`src/rtl/fetch_decode_buf.sv`:
```
// Two-entry elastic buffer carrying {instr, incPC} from fetch to decode.
// Registered outputs only (no fall-through), flush on resolved branch, halt blocking.
module fetch_decode_buf #(
  parameter int          DEPTH     = 2,
  parameter logic [15:0] NOP_INSTR = 16'h0800
) (
  input  logic        clk,
  input  logic        rst,
  input  logic        inValid,
  input  logic [15:0] inInstr,
  input  logic [15:0] inIncPC,
  output logic        inReady,
  output logic        outValid,
  output logic [15:0] outInstr,
  output logic [15:0] outIncPC,
  input  logic        outReady,
  input  logic        flush,
  output logic        halt,
  output logic [1:0]  occupancy,
  output logic [15:0] stallCount
);

  localparam logic [1:0] FULL = 2'(DEPTH);

  logic [31:0] entry [2];
  logic        wp;
  logic        rp;
  logic [1:0]  count;
  logic        haltSeen;
  logic        push;
  logic        pop;
  logic [31:0] head;

  // inReady never looks at outReady, so no combinational path decode -> fetch
  assign inReady   = (count != FULL) & ~haltSeen & ~flush;
  assign push      = inValid & inReady;
  assign outValid  = (count != 2'd0);
  assign pop       = outValid & outReady;
  assign head      = entry[rp];
  assign outInstr  = outValid ? head[31:16] : NOP_INSTR;
  assign outIncPC  = outValid ? head[15:0]  : 16'h0000;
  assign halt      = outValid & (head[31:27] == 5'b00000);
  assign occupancy = count;

  always_ff @(posedge clk or negedge rst) begin
    if (!rst) begin
      count    <= 2'd0;
      wp       <= 1'b0;
      rp       <= 1'b0;
      haltSeen <= 1'b0;
    end else if (flush) begin
      count    <= 2'd0;
      wp       <= 1'b0;
      rp       <= 1'b0;
      haltSeen <= 1'b0;
    end else begin
      if (push) wp <= ~wp;
      if (pop)  rp <= ~rp;
      count <= count + {1'b0, push} - {1'b0, pop};
      if (push && (inInstr[15:11] == 5'b00000)) haltSeen <= 1'b1;
    end
  end

  // Entry payload needs no reset: it is only observed while count covers it
  always_ff @(posedge clk) begin
    if (push) entry[wp] <= {inInstr, inIncPC};
  end

  always_ff @(posedge clk or negedge rst) begin
    if (!rst) begin
      stallCount <= 16'h0000;
    end else if (inValid && !inReady && (stallCount != 16'hFFFF)) begin
      stallCount <= stallCount + 16'd1;
    end
  end

endmodule

```
`config.mk`:
```
export PLATFORM = sky130hd
export DESIGN_NAME = fetch_decode_buf
export DESIGN_NICKNAME = d
export VERILOG_FILES = /design/src/rtl/fetch_decode_buf.sv
export SDC_FILE = /design/constraint.sdc
export NUM_CORES = 1
export LEC_CHECK = 0
export CAP_MARGIN = 40
export CORE_MARGIN = 2
export CORE_UTILIZATION = 35
export CTS_CLUSTER_DIAMETER = 50
export DETAILED_ROUTE_END_ITERATION = 10
export HOLD_SLACK_MARGIN = 0.08
export PLACE_DENSITY_LB_ADDON = 0.15
export REMOVE_ABC_BUFFERS = 1
export SLEW_MARGIN = 15
export SYNTH_ARGS = -nofsm -noshare
export SYNTH_HDL_FRONTEND = slang
export SYNTH_SLANG_ARGS = --single-unit
```
`constraint.sdc`:
```
create_clock -name clk -period 5.7 [get_ports clk]
set_clock_uncertainty 0.1 [all_clocks]
set_input_delay 1.14 -clock clk [delete_from_list [all_inputs] [get_ports clk]]
set_output_delay 1.14 -clock clk [all_outputs]
set_load 0.01 [all_outputs]
```
Word level (Yosys, flattened, before mapping)
Memory sizes are Yosys's and may differ from the RTL's.
Cells that the tools add are included.
Widths: inputs -> output; s select.
- bits in registers: 21
- memory bits (writable): 64
- input bits: 37
- output and inout port bits: 53
- word-level logic and storage cells: 41
- memories kept: 1
- memories (memory ; depth ; width ; read ports ; clocked after memory_dff ; wr ports ; line ; RTL):
    entry ; 2 ; 32 ; 1 ; 0 ; 1 ; 25 ; logic [31:0] entry [2];
- add/subtract/negate cells: 3
- equality and inequality tests: 2
- multiplexer cells: 11
- bitwise operators: 9
- reduce and logical (&&, ||, !) cells: 10
- operators with widths (cell ; number):
    $mux 16 ; 2
    $add 16x1->16 const B ; 1
    $ne 16x16->1 const B ; 1
    $logic_not 5->1 ; 2
    $mux 1 ; 8
    $reduce_bool 2->1 ; 4
    $and 1x1->1 ; 5
    $not 1->1 ; 4
    $logic_and 1x1->1 ; 3
    $add 2x1->2 ; 1
    $mux 2 ; 1
    $ne 2x2->1 const B ; 1
    $sub 2x1->2 ; 1
    $logic_not 1->1 ; 1

Longest topological paths before layout
- depth after elaboration: 7
- gate-level depth with buffers: 8
- gate-level depth less buffers: 8

Worst setup path after synthesis
OpenSTA, ideal clock, no wires.
- kind: in2reg
- start point: input flush
- end point: memory entry[0][0], enable pin
- setup time: 0.421 ns
- arrival: 3.059 ns
- data required time: 5.179 ns
- setup slack: 2.120 ns
- cell stages on the path: 4
- path buffers: 0
- cell sequence: or2_4 nor2_4 nand2_1 nor2_1
- longest elaborated chain between the ends: 5
- ends and longest elaborated chain (element ; line ; RTL):
    from (decl) ; 17 ; input logic flush,
    $not 1->1 ; 35 ; assign inReady = (count != FULL) & ~haltSeen & ~flush;
    $and 1x1->1 ; 35 ;
    named net inReady ; 12 ; output logic inReady,
    $and 1x1->1 ; 36 ; assign push = inValid & inReady;
    $mux 1 ; 66 ; if (push) entry[wp] <= {inInstr, inIncPC};
    $mux 1 (implied by the code) ; 66 ;
    to (decl) ; 25 ;
The timed path passes the listed nets, and every way through them passes these cells.

Final worst setup path
- start point: input flush
- end point: output inReady
- longest elaborated chain between the ends: 2
- ends and longest elaborated chain (element ; line):
    $not 1->1 ; 35
    $and 1x1->1 ; 35
    to (decl) ; 12
Every way passes these cells.

==> run metrics <==
io pins=90; worst setup path start=flush; DRC errors left=0; Avg Inst Size Synth=approximately 15 um2; leading cell type in the layout, fill and taps excluded=clkdlybuf4s50_1; number of global-route vias before repair=around 2300; Setup violations, final=0; unrepaired setup endpoints after global routing=false; Critical Path Sink Type=output pin; fill cell count=891; startpoint types=input port; critical path required time=4.46 ns; share of layout cells above drive strength 1=10.34%; final setup TNS=0 ns; routability cong.=0.7784; port bufs=between 80 and 90; XOR/XNOR Fraction of Synth Area=approximately 4.2%; mux share of post-synthesis cell area=between 9 and 10%; simple-gate share of the synthesized area=11.61%; WL final=roughly 7400 um; Cell Pwr Density=around 410 nW/um2; Hold/Removal Path Class=reg2reg; ANT cells=0; Detail Placement HPWL=4976 um; die area=roughly 11000 um2; largest family of logic cells by synthesized area=simple AND/OR/NAND/NOR gates; post-synthesis compound-gate area fraction=3.191%; Max Buffers Root-to-Sink=2; max cap viols=0; total track usage=roughly 14%; clock period minus worst slack=around 3.9 ns; Yosys Warn Count=0; Initial Util=36.34%; Vias/cell=4.651; R2R depth=8; Hold Path Sink=stallCount[6]$_DFFE_PN0P_; Mapped Area=roughly 3600 um2; wire length on met2=approximately 3600 um; TritonCTS clock tree=built; Placed Area=roughly 4700 um2; beginning of the worst hold path=stallCount[6]$_DFFE_PN0P_; Tcrit/Tclk final=between 60% and 70%; Hold Vio Cnt, Final=0; Wirelength per Cell=around 15 um; Synth Register Bits=85; crit path DAT=roughly 2.6 ns; FF-to-FF Start=occupancy[1]$_DFF_PN0_; Post-CTS Hold Buffers=0; # Post-CTS Setup Buffers=0; Metal-1 WL=approximately 3300 um; Yosys cell types=39; first-pass GRT wire length=about 12000 um; r2r endpoint=occupancy[0]$_DFF_PN0_; Die W=~100 um; # clock sinks=85; Post-Syn Instances=around 250; Post-CTS Resized=0; worst skew pair latency=approximately 0.34 ns; crit path kind=in2out; H-tree depth=3; worst hold slack=about 0.42 ns; worst-margin pin slew=0.8055 ns; critical path peak fanout=6; largest net degree at the start of global routing=33; Final Max Slew Viols=0; WL met3=a little over 400 um; Synth-to-Final Area Change=37.45%; Final Cell Area=around 5000 um2; total core area=9819 um2; status=finished clean; initial antenna violation count=0; placed insts=between 400 and 500; Final #Nets=around 380; FF-to-FF setup slack=roughly 3.6 ns; aggregate global routing overflow=0; Slew HR=a little under half; Min-Delay Path Depth=1; vias post-DR=2237; DRT Pass-1 Iters=4; fmax=~260 MHz; root buffer cell=clkbuf_8; Final ANT Viol Nets=0; 1st-iter DRT viols=61; Die Height=approximately 100 um; top sig layer=met4; Row Count=36; VDD IR max=a little under 200 uV; most frequent cells in the layout=clkdlybuf4s50_1 (89), edfxtp_1 (64), nor2_1 (37); register area share after synthesis=68.58%; Layout Cells excl Fill=between 400 and 500; TritonCTS Buffers=9; Clock transition at path regs=roughly 0.080 ns; post-synthesis adder-cell area fraction=under 10%; P_leak=1.733 nW
routing by layer:
metal  GRT usage [%]  vias up
met4           4.286        0
met1           16.86     1085
met5               0        -
met2           23.14       58
met3           4.055        2
li1                -     1092
critical path, cell delays in order:
cell and delay (ns):
clkdlybuf4s50_1 0.49, or2_4 0.33, nor2_4 0.13, clkdlybuf4s50_1 0.54
cell type report:
class                           instances  area [um2]  share of cell area [%]
Timing Repair Buffer                   93       968.4                   19.74
Sequential cell                        85        2449                   49.92
Clock buffer                            9       123.9                   2.526
Multi-Input combinational cell        149        1082                   22.07
Inverter                                5       18.77                  0.3827
Tap cell                              133       166.4                   3.393
Clock inverter                          7       96.34                   1.964
report_power, final:
group / leakage [nW] / internal, mW / switching [mW]
Combinational: 0.767 / 0.404 / 0.337
Sequential: 0.863 / 0.746 / 0.0761
Clock: 0.104 / 0.249 / 0.219
Total: 1.73 / 1.40 / 0.632
cells in the mapped netlist, drive strengths merged:
library cell  instances  area, um2
nor4                  3      18.77
nor3                  2      10.01
buf                   4      20.02
inv                   5      18.77
a211oi                5      37.54
and4                  2      20.02
nor4b                 1      15.01
xnor2                 6      52.55
nor2                 42      170.2
clkbuf                3      11.26
edfxtp               64       1922
a21oi                 2      13.76
or4                   1      7.510
nand4                 3      18.77
and2b                 2      16.27
or2                   1      8.760
mux2                  2      26.27
o211ai                1      21.27
dfrtp                21      525.5
nand2                 9      33.78
nand2b                1      6.260
mux2i                33      330.3
o32ai                 1      8.760
xor2                 11      96.34
and2                  1      6.260
ha                    3      37.54
o21ai                 2      13.76
o2111a                1      11.26
a22oi                 1      7.510
nand3                 7      35.03
and3                  6      47.54
cells by family (layout without fill, tap and decap cells):
| logic type | Yosys count | in the layout |
|---|---|---|
| buffers and inverters | 12 | 114 |
| xor gates and xnor gates | 17 | 17 |
| and+or+nand+nor | 81 | 81 |
| AOI/OAI and AO/OA | 13 | 13 |
| muxes | 35 | 35 |
| DFF | 85 | 85 |
| adders and majority gates | 3 | 3 |
flip-flops by register name (all words and copies together) (netlist names):
signal / flops
haltSeen: 1
stallCount: 16
entry: 64
rp: 1
occupancy: 2
wp: 1
how the worst max path moves through the flow:
stage                       endpoint  slack (ns)  cells after the start
5_1_grt                      inReady        1.77                      4
3_3_place_gp                 inReady        1.83                      4
6_report                     inReady        1.82                      4
4_1_cts                      inReady        1.82                      4
3_5_place_dp                 inReady        1.83                      4
2_1_floorplan  entry[0][0]$_DFFE_PP_        2.12                      4
stage by stage:
stage | util, % | worst slack (ns) | power [mW]
final | 49.95 | 1.823 | 2.030
after global routing | 49.95 | 1.767 | 2.143
after CTS | 49.95 | 1.820 | 2.060
after detailed placement | 47.71 | 1.831 | 1.587
after global placement | 46.99 | 1.827 | 1.561
after floorplan | - | 2.120 | 1.163
Power figures use the tool's default switching activity.
